[src/rtl/adc_frame_packer_if.sv]
// Stream bundle between the XADC sample source, the frame packer and the FFT sink.
// A beat transfers on a rising clock edge where valid and ready are both high; a
// producer holds valid and its payload stable until that edge, and ready never waits on valid.
interface adc_frame_packer_if;
  logic [15:0] s_axis_tdata;
  logic        s_axis_tvalid;
  logic        s_axis_tready;
  logic [31:0] m_axis_tdata;
  logic        m_axis_tvalid;
  logic        m_axis_tready;
  logic        m_axis_tlast;

  // slave: the packer's view; master: the environment's view.
  modport slave (
    input  s_axis_tdata, s_axis_tvalid, m_axis_tready,
    output s_axis_tready, m_axis_tdata, m_axis_tvalid, m_axis_tlast
  );

  modport master (
    output s_axis_tdata, s_axis_tvalid, m_axis_tready,
    input  s_axis_tready, m_axis_tdata, m_axis_tvalid, m_axis_tlast
  );
endinterface

[src/rtl/adc_frame_packer.sv]
// Packs 12-bit unipolar XADC codes into signed FFT input words, emitting only
// whole frames of FRAME_LEN samples through a 2-entry registered output FIFO.
module adc_frame_packer #(
  parameter int FRAME_LEN = 1024
) (
  input  logic                CLK,
  input  logic                RST,
  input  logic                EN,
  adc_frame_packer_if.slave   bus,
  output logic [15:0]         frame_count,
  output logic                busy,
  output logic [1:0]          state_dbg
);

  localparam int CW = (FRAME_LEN > 1) ? $clog2(FRAME_LEN) : 1;
  localparam logic [CW-1:0] LAST_IDX = CW'(FRAME_LEN - 1);

  localparam logic [1:0] ST_IDLE = 2'd0;
  localparam logic [1:0] ST_RUN  = 2'd1;
  localparam logic [1:0] ST_STOP = 2'd2;

  logic [1:0]    state, state_nxt;
  logic [CW-1:0] cnt, cnt_nxt;
  logic [1:0]    occ, occ_nxt;
  logic [32:0]   head_q, tail_q;
  logic          s_ready_q, s_ready_nxt;
  logic [15:0]   frame_cnt_q;

  logic          accept, push, pop, samp_last;
  logic [11:0]   code;
  logic [15:0]   real_part;
  logic [32:0]   entry;
  logic          unused_low;

  assign unused_low = ^bus.s_axis_tdata[3:0];

  assign accept    = bus.s_axis_tvalid & s_ready_q;
  assign push      = accept & (state != ST_IDLE);
  assign pop       = (occ != 2'd0) & bus.m_axis_tready;
  assign samp_last = (cnt == LAST_IDX);

  // Offset binary to two's complement: invert the MSB and sign-extend it.
  assign code      = bus.s_axis_tdata[15:4];
  assign real_part = {{4{~code[11]}}, ~code[11], code[10:0]};
  assign entry     = {samp_last, 16'h0000, real_part};

  always_comb begin
    state_nxt = state;
    cnt_nxt   = cnt;
    case (state)
      ST_IDLE: begin
        cnt_nxt = '0;
        if (EN) state_nxt = ST_RUN;
      end
      ST_RUN: begin
        if (push) cnt_nxt = cnt + 1'b1;
        // Decide on the post-edge count so a frame finishing on this edge ends cleanly.
        if (!EN) state_nxt = (cnt_nxt == '0) ? ST_IDLE : ST_STOP;
      end
      ST_STOP: begin
        if (push) cnt_nxt = cnt + 1'b1;
        if (push && samp_last) state_nxt = ST_IDLE;
      end
      default: begin
        state_nxt = ST_IDLE;
        cnt_nxt   = '0;
      end
    endcase
  end

  always_comb begin
    occ_nxt = occ;
    case ({push, pop})
      2'b10:   occ_nxt = occ + 2'd1;
      2'b01:   occ_nxt = occ - 2'd1;
      default: occ_nxt = occ;
    endcase
  end

  // Ready is registered from the next occupancy, so the sink's ready never reaches it combinationally.
  assign s_ready_nxt = (state_nxt == ST_IDLE) || (occ_nxt != 2'd2);

  always_ff @(posedge CLK or posedge RST) begin
    if (RST) begin
      state     <= ST_IDLE;
      cnt       <= '0;
      occ       <= 2'd0;
      s_ready_q <= 1'b1;
    end else begin
      state     <= state_nxt;
      cnt       <= cnt_nxt;
      occ       <= occ_nxt;
      s_ready_q <= s_ready_nxt;
    end
  end

  // head_q is the output register; tail_q holds the second entry when the sink stalls.
  always_ff @(posedge CLK or posedge RST) begin
    if (RST) begin
      head_q <= '0;
      tail_q <= '0;
    end else begin
      case ({push, pop})
        2'b10: begin
          if (occ == 2'd0) head_q <= entry;
          else             tail_q <= entry;
        end
        2'b01: begin
          head_q <= tail_q;
        end
        2'b11: begin
          if (occ == 2'd1) begin
            head_q <= entry;
          end else begin
            head_q <= tail_q;
            tail_q <= entry;
          end
        end
        default: begin
          head_q <= head_q;
        end
      endcase
    end
  end

  always_ff @(posedge CLK or posedge RST) begin
    if (RST) begin
      frame_cnt_q <= 16'h0000;
    end else if (pop && head_q[32]) begin
      frame_cnt_q <= frame_cnt_q + 16'h0001;
    end
  end

  assign bus.s_axis_tready = s_ready_q;
  assign bus.m_axis_tvalid = (occ != 2'd0);
  assign bus.m_axis_tdata  = head_q[31:0];
  assign bus.m_axis_tlast  = head_q[32] & (occ != 2'd0);
  assign frame_count       = frame_cnt_q;
  assign busy              = (state != ST_IDLE);
  assign state_dbg         = state;

  a_no_overflow: assert property (@(posedge CLK) disable iff (RST)
    !(push && !pop && occ == 2'd2));

  a_out_stable: assert property (@(posedge CLK) disable iff (RST)
    (bus.m_axis_tvalid && !bus.m_axis_tready) |=>
      (bus.m_axis_tvalid && $stable(bus.m_axis_tdata) && $stable(bus.m_axis_tlast)));

endmodule

[src/flat_wrapper.sv]
// flat-port wrapper written by rule: the top's interface ports become plain ports
module adc_frame_packer_flat 
#(
  parameter int FRAME_LEN = 1024
)
  (CLK, RST, EN, frame_count, busy, state_dbg, bus_s_axis_tdata, bus_s_axis_tvalid, bus_m_axis_tready, bus_s_axis_tready, bus_m_axis_tdata, bus_m_axis_tvalid, bus_m_axis_tlast);
  adc_frame_packer_if bus_i ();
  input  logic CLK;
  input  logic RST;
  input  logic EN;
  output logic [15:0] frame_count;
  output logic busy;
  output logic [1:0] state_dbg;
  input wire logic [$bits(bus_i.s_axis_tdata)-1:0] bus_s_axis_tdata;
  input wire logic [$bits(bus_i.s_axis_tvalid)-1:0] bus_s_axis_tvalid;
  input wire logic [$bits(bus_i.m_axis_tready)-1:0] bus_m_axis_tready;
  output wire logic [$bits(bus_i.s_axis_tready)-1:0] bus_s_axis_tready;
  output wire logic [$bits(bus_i.m_axis_tdata)-1:0] bus_m_axis_tdata;
  output wire logic [$bits(bus_i.m_axis_tvalid)-1:0] bus_m_axis_tvalid;
  output wire logic [$bits(bus_i.m_axis_tlast)-1:0] bus_m_axis_tlast;
  assign bus_i.s_axis_tdata = bus_s_axis_tdata;
  assign bus_i.s_axis_tvalid = bus_s_axis_tvalid;
  assign bus_i.m_axis_tready = bus_m_axis_tready;
  assign bus_s_axis_tready = bus_i.s_axis_tready;
  assign bus_m_axis_tdata = bus_i.m_axis_tdata;
  assign bus_m_axis_tvalid = bus_i.m_axis_tvalid;
  assign bus_m_axis_tlast = bus_i.m_axis_tlast;
  adc_frame_packer #(.FRAME_LEN(FRAME_LEN)) u_core (.CLK(CLK), .RST(RST), .EN(EN), .bus(bus_i), .frame_count(frame_count), .busy(busy), .state_dbg(state_dbg));
endmodule
[config.mk]
export PLATFORM = sky130hd
export DESIGN_NAME = adc_frame_packer_flat
export DESIGN_NICKNAME = d
export VERILOG_FILES = /design/src/rtl/adc_frame_packer_if.sv /design/src/rtl/adc_frame_packer.sv /design/src/flat_wrapper.sv
export SDC_FILE = /design/constraint.sdc
export NUM_CORES = 1
export LEC_CHECK = 0
export ABC_CLOCK_PERIOD_IN_PS = 4000
export CAP_MARGIN = 15
export CORE_AREA = 2 2 87 89
export CTS_CLUSTER_SIZE = 25
export DETAILED_ROUTE_END_ITERATION = 7
export DIE_AREA = 0 0 89 91
export PLACE_DENSITY_LB_ADDON = 0.15
export SETUP_SLACK_MARGIN = 0.2
export SLEW_MARGIN = 5
export SYNTH_ARGS = -nofsm -noshare
export SYNTH_HDL_FRONTEND = slang
export SYNTH_SLANG_ARGS = --single-unit
export TNS_END_PERCENT = 100
[constraint.sdc]
create_clock -name CLK -period 4 [get_ports CLK]
set_input_delay 0.4 -clock CLK [delete_from_list [all_inputs] [get_ports CLK]]
set_output_delay 0.4 -clock CLK [all_outputs]
set_load 0.05 [all_outputs]
# [Word-level counts from Yosys, hierarchy flattened]
# Index checks and enable logic that the tools add are counted.
# W data, S select, Z words.
[totals] ff_bits=97 output_inout_bits=54 inputBits=21 wordCells=55
[classes] reduce_logical=13 muxes=15 add_sub_neg=4 bitwise=5 n_eq_ne=11
[ops] op="$mux W33" count=4
[ops] op="$pmux W33 S3" count=1
[ops] op="$pmux W33 S2" count=1
[ops] op="$mux W10" count=2
[ops] op="$pmux W10 S2" count=1
[ops] op="$add A16 B1 Y16 const B" count=1
[ops] op="$add A10 B1 Y10 const B" count=1
[ops] op="$eq A10 B10 Y1 const B" count=1
[ops] op="$logic_not A10 Y1" count=1
[ops] op="$mux W2" count=4
[ops] op="$eq A2 B1 Y1 const B" count=3
[ops] op="$eq A2 B2 Y1 const B" count=3
[ops] op="$logic_not A2 Y1" count=3
[ops] op="$ne A2 B2 Y1 const B" count=3
[ops] op="$pmux W2 S3" count=1
[ops] op="$reduce_bool A2 Y1" count=3
[ops] op="$and A1 B1 Y1" count=4
[ops] op="$pmux W2 S2" count=1
[ops] op="$reduce_and A3 Y1" count=1
[ops] op="$reduce_bool A3 Y1" count=1
[ops] op="$add A2 B1 Y2 const B" count=1
[ops] op="$logic_and A1 B1 Y1" count=2
[ops] op="$ne A2 B1 Y1 const B" count=1
[ops] op="$reduce_and A2 Y1" count=1
[ops] op="other kinds (3)" count=3

# [Logic depth before layout (Yosys ltp)]
[depth] word_depth=10 depth_mapped=12 ltp_nobuf=12

# [Least setup slack after synthesis]
# Ideal clock, no wire load.
[synth_path] path_type="register to register" start="register u_core.state[0] (netlist: u_core.state_dbg[0])" end="register u_core.tail_q[0]" setup_time_ns=0.125 arrival_ns=2.519 path_slack_ns=1.356 t_required_ns=3.875 stages_incl_launch_ff=9 period_less_slack_ns=2.644 path_buffers=1 path_cell_list="dfrtp_1 > inv_1 > ha_1 > nand3b_4 > inv_2 > ha_1 > o211a_1 > buf_1 > mux2_2"
[synth_between] elab_chain_cells=5 word_cells_on_any_way=9 classes_between="eq/ne: 4; mux: 1; bitwise: 1; reduce/logical: 3"
[synth_rtl] item="from (decl)" line_no="adc_frame_packer.sv:22" text="logic [1:0] state, state_nxt;"
[synth_rtl] item="from (signal assigned)" line_no="adc_frame_packer.sv:90" text="state <= state_nxt;"
[synth_rtl] item="$reduce_bool A2 Y1 *" line_no="adc_frame_packer.sv:38" text="assign push = accept & (state != ST_IDLE);"
[synth_rtl] item="$and A1 B1 Y1 *" line_no="adc_frame_packer.sv:38"
[synth_rtl] item="$eq A2 B2 Y1" line_no="adc_frame_packer.sv:103" text="case ({push, pop})"
[synth_rtl] item="$ne A2 B2 Y1 (no line) or $reduce_bool A2 Y1 (tied branches)"
[synth_rtl] item="$reduce_and A3 Y1 (no line)"
[synth_rtl] item="to (signal assigned)" line_no="adc_frame_packer.sv:106" text="else tail_q <= entry;"
[synth_rtl] item="to (signal assigned)" line_no="adc_frame_packer.sv:116" text="tail_q <= entry;"
[synth_rtl] item="to (decl)" line_no="adc_frame_packer.sv:25" text="logic [32:0] head_q, tail_q;"
# Mark *: on every way between the ends. The rest lies on a longest branch, timed or not.
# A chain may end at the register's enable or synchronous reset.

# [Final worst setup path]
[layout_path] start="register u_core.state[0] (netlist: u_core.state_dbg[0])" end="register u_core.head_q[9]"
[layout_between] elab_chain_cells=5 word_cells_on_any_way=9 classes_between="eq/ne: 4; mux: 1; bitwise: 1; reduce/logical: 3"
[layout_rtl] item="$reduce_bool A2 Y1 *" line_no="adc_frame_packer.sv:38"
[layout_rtl] item="$and A1 B1 Y1 *" line_no="adc_frame_packer.sv:38"
[layout_rtl] item="$eq A2 B2 Y1 or $eq A2 B1 Y1 (tied branches)" line_no="adc_frame_packer.sv:103"
[layout_rtl] item="$ne A2 B1 Y1 (no line) or $reduce_bool A3 Y1 (tied branches)"
[layout_rtl] item="$reduce_and A2 Y1 (no line)"
[layout_rtl] item="to (signal assigned)" line_no="adc_frame_packer.sv:105" text="if (occ == 2'd0) head_q <= entry;"
[layout_rtl] item="to (signal assigned)" line_no="adc_frame_packer.sv:109" text="head_q <= tail_q;"
[layout_rtl] item="to (signal assigned)" line_no="adc_frame_packer.sv:113" text="head_q <= entry;"
[layout_rtl] item="to (decl)" line_no="adc_frame_packer.sv:25"
# Marked as above.

==> reports/metrics.yaml <==
global_route:
  grt_pass1_wl_mm: 9.86
  grt_pass1_vias: 2072
  grt_use_total_pct: 15.5
  grt_max_degree: 32
  gr-total-overflow: 0
  antenna_found_initial: 0
power:
  vdd_ir_drop_max_v: 0.000238
  p_per_area_nw_per_um2: 674
  leakage_nw: 1.64
  fin_total_pwr_mw: 2.48
placed_design:
  pre_cts_slack_ps: 1260
  place_area_um2: 3500
  portBuffers: 54
  place_congestion: 0.791
  numPlacedInstances: 425
  dp_hpwl_mm: 4.10
cells_and_area:
  final_layout_size_suffix_gt1_share_pct: 11.4
  final_area_um2: 3680
  antenna_cells: 0
  fin_nets: 369
  final_cell_count_no_fill: 440
  areaGrowthSynthToFinish_pct: 21.6
  utilization_pct: 51.6
timing:
  final_hold_viol_count: 0
  fin_tns_setup_ps: 0
  rsz0062_at_grt: "no"
  fmax_mhz: 370
  worst_slew_pin_slew_ps: 1010
  layout_setup_ws_ps: 1300
  setup_viol: 0
  fin_hold_ws_ps: 469
  min_period_ps: 2700
  clock-skew-final_ps: 10.5
  worst_slew_margin_rel_pct: 32.6
  slew_violations: 0
  finalCritPeriodShare_pct: 67.6
clocking:
  clockBufferDepth: 2
  cts_tree: "done"
  cts_root_buf: "clkbuf_8"
  postCtsHoldBufs: 0
  cts_max_level: 3
  clk_latency_ps: 320
  cts_setup_buffers: 0
  cts.sinks: 57
  cts_resized: 0
  clk_pin_slew_ps: 70
  numCtsBuffers: 9
yosys:
  syn-instance-count: 293
  ys.flop_type: "dfrtp_1"
  postSynthAreaPerCell_um2: 10.3
  yosys-top-cells-area: "dfrtp_1 46%, buf_4 7.9%, mux2_2 5.2%, xnor2_1 5.2%, ha_1 4.5%"
  netlist_area_um2: 3030
  ys_ff_latch: 57
  synth_edf_count: 0
  async_reset_ff_share_pct: 100
  yosys.cell_types.count: 41
  synth_top_cell_by_area: "dfrtp_1"
  synth_top_area_share_pct: 46.3
  yosysSeqAreaShare_pct: 47.1
  yosys.cell_count.top_type: "dfrtp_1"
  synth_warnings: 0
  synth_top_cells_by_count: "56 x dfrtp_1, 32 x buf_4, 32 x nand2_1"
setup_path:
  rr_startpoint: "u_core.state_dbg[0]"
  critPathArrivalTime_ps: 2950
  cpPeakStageDelay_ps: 760
  crit_top_cell: "ha_1"
  cp-end-kind: "flop"
  critPathLaunch: "u_core.state_dbg[0]"
  worstPathCellList: "inv_1 -> ha_1 -> nand3b_4 -> inv_2 -> ha_1 -> a21oi_1 -> nor2_1 -> a22oi_1 -> o21ai_0"
  critPathBufInv: 2
  start_kind: "flop"
  cp_data_required_time_ps: 4240
  path_max_fanout: 13
  cp_top_family: "simple AND/OR/NAND/NOR gates"
  worstSetupPathType: "reg -> reg"
  slowest_stage: "nor2_1"
outcome:
  outcome: "completed"
floorplanning:
  row_count: 31
  initial_core_util_pct: 42.4
  dieHeight_um: 91
  io_pins: 75
  die-area_um2: 8100
  coreArea_um2: 7140
  die_w_um: 89
route:
  drc: 0
  firstDrtPassIters: 6
  drt-vias-per-instance: 4.83
  drt-initial-drc-count: 77
  postRouteAntennaNets: 0
  wl_per_cell_um: 12.9
  vias: 2127
  routed_wl_mm: 5.69
min_path:
  hp-class: "in -> async"
flow_run:
  cap_violations: 0
-- flip-flops by register name (all words and copies together) (netlist names) --
name / count
u_core.bus.s_axis_tready: 1
u_core.cnt: 10
u_core.frame_count: 16
u_core.head_q: 13
u_core.occ: 2
u_core.state_dbg: 2
u_core.tail_q: 13
-- layer usage --
metal	up-vias	GRT usage [%]	part of all wire [%]
li1	1041	-	-
met1	1043	21.2	47
met2	41	24.3	48
met3	2	3.00	3.7
met4	0	5.60	0.40
met5	-	0	0
-- layout make-up --
class / instances / area (um^2)
clock buffer: 13 / 169
clock inverter: 2 / 12.5
fill: 703 / 3450
inverter: 16 / 60.1
multi-input combinational: 198 / 1340
sequential: 57 / 1430
tap: 99 / 124
timing repair buffer: 55 / 548
-- layout by cell type, fill, tap and decap left out, types with 2 or more instances in the layout --
cell type / n
dfrtp_1: 56
clkdlybuf4s50_1: 54
nand2_1: 32
xnor2_1: 18
o21ai_0: 17
conb_1: 16
mux2_2: 14
inv_1: 13
a22oi_1: 12
clkbuf_8: 12
nand3_1: 11
ha_1: 11
nor2_1: 9
xor2_1: 9
and2_1: 8
and3_1: 5
nand4_1: 5
a21oi_1: 5
nor2b_1: 4
inv_2: 3
and4_1: 2
nor3_1: 2
-- logic make-up (layout without fill, tap and decap cells) --
kind of cell,count (synthesis),in the layout,share of synthesized area [%]
xor gates and xnor gates,27,27,7.81
adders and majority gates,11,11,4.55
AOI/OAI and AO/OA,44,44,9.46
buffers and inverters,53,86,10.5
other,1,16,0.124
DFF,57,57,47.1
muxes,15,15,5.54
and+or+nand+nor,85,85,14.8
-- worst paths after layout --
path	endpoint	depth (start not counted)	slack, ps
worst min-delay path	u_core.head_q[0]	2	470
worst max-delay path	u_core.head_q[9]	9	1300
max in group asynchronous	u_core.tail_q[32]	3	2690
worst max register to register	u_core.head_q[9]	9	1300
min in group CLK	u_core.frame_count[15]	1	470
worst min register to register	u_core.frame_count[15]	1	470
-- where the power goes --
part           switching, mW  leakage [nW]  total, mW  internal, mW
combinational          0.749         0.807       1.17         0.423
sequential            0.0912         0.738      0.818         0.727
clock                  0.220        0.0915      0.492         0.272
total                   1.06          1.64       2.48          1.42
Note: power is estimated with default switching activity, not from simulation.
==> variant: new RTL, config.mk and constraints unchanged <==
`FRAME_LEN` is set to 1024 in 2 places; all go to 2048.
--- a/src/rtl/adc_frame_packer.sv
+++ b/src/rtl/adc_frame_packer.sv
@@ -3,3 +3,3 @@
 module adc_frame_packer #(
-  parameter int FRAME_LEN = 1024
+  parameter int FRAME_LEN = 2048
 ) (
--- a/src/flat_wrapper.sv
+++ b/src/flat_wrapper.sv
@@ -3,3 +3,3 @@
 #(
-  parameter int FRAME_LEN = 1024
+  parameter int FRAME_LEN = 2048
 )
Formal check against the unedited RTL: no difference found for any inputs over 4 cycles, from zero or initial values and one cycle with RST high; that may be too few to reach the edited logic, so the function may still have changed.
==> variant against the unedited design <==
- synthesized area is 6.3% higher
- final area is 5.5% higher
- sequential cell count increased by 1
- wire length rose by 4.1%
- cell count is 3.9% higher
- combinational power grew 8%
- power up 9.2%
- setup slack gained 0.20 ns
- non-clock buffer count increased by 1
- largest cell class is now multi-input gates
==> variant: results (changes against the unedited design) <==
metric,value,unit,change
Clock Skew,0.0106,ns,+0.0000323 ns
met1 WL,2910,µm,+7.8%
"slowest stage delay, CP",0.51,ns,-0.25 ns
largest net degree at the start of global routing,49,,+53%
fraction of synthesized area in multiplexers,5.83,%,+0.29 points
fillers,663,,-5.7%
Tot GR Track Use,15.8,%,+0.26 points
Tightest Hold Check Type,register to register,,
Syn Inst Count,316,,+7.8%
Slew HR,28.6,%,-4.0 points
Reg2Reg Setup Slack,1.49,ns,+0.20 ns
WL met3,267,µm,+28%
Max rail drop VDD,421,µV,+77%
routed wl met2,2690,µm,-2.7%
critical-path cell with the highest stage delay,o211a_1,,
most frequent cells after synthesis,"dfrtp_1, buf_4, nand2_1",,
Vias,2258,,+6.2%
placed insts,441,,+3.8%
Final WS setup,1.49,ns,+0.196 ns
vias in the first global route,2106,,+1.6%
Compound-Gate Fraction of Synth Area,11.3,%,+1.8 points
worst r2r dst,u_core.tail_q[7]$_DFFE_PP0P_,,
clk_lat worst skew,0.33,ns,
M1 GR Usage,22.4,%,+1.2 points
first-pass GRT wire length,10000,µm,+1.8%
post-layout net count,385,,+4.3%
Synth Area in Adders,4.28,%,-0.27 points
reg2reg path depth,7,,-2
leakage power,1.72,nW,+4.9%
1st-iter DRT viols,112,,+45%
sequential-to-total area share from yosys stat,45.1,%,-2.0 points
status,finished clean,,
worst hold margin,0.475,ns,+0.00642 ns
pre-CTS setup slack,1.42,ns,+0.154 ns
Placer Congestion,0.782,,-1.1%
Synth area leaders,"dfrtp_1, buf_4, mux2_2",,
# diodes,0,,unchanged
Synth Area in XOR/XNOR,6.80,%,-1.0 points
Reg-to-Reg Start,u_core.state_dbg[0]$_DFF_PP0_,,
non-filler instance count after layout,457,,+3.9%
Netlist cell types,49,,+20%
dpl hpwl,4190,µm,+2.2%
==> variant: cell count changes after synthesis, moves of 3 or more <==
cell      unedited run  this run
buf_2                0         4
clkbuf_1             4         7
nor3_1               2         6
o21ai_0             17         4
o21ai_1              0        13
or3_1                1         4
==> variant: stage by stage <==
stage | power [mW] | cell area [µm²] | utilization [%]
CTS | 2.74 | 3880 | 54.4
floorplan | 1.88 | 3280 | -
global route | 2.88 | 3880 | 54.4
global placement | 2.10 | 3660 | 51.2
detailed placement | 2.12 | 3660 | 51.2
finish | 2.71 | 3880 | 54.4
==> variant: final cells by class <==
class / instances / area share [%]
Multi-Input combinational cell: 211 / 37.6
Sequential cell: 58 / 37.4
Timing Repair Buffer: 56 / 14.3
Clock buffer: 10 / 3.54
Tap cell: 99 / 3.19
Clock inverter: 6 / 2.29
Inverter: 17 / 1.64
==> variant: power by group <==
part / switching (mW) / internal, mW
sequential: 0.0955 / 0.740
combinational: 0.804 / 0.459
clock: 0.245 / 0.369
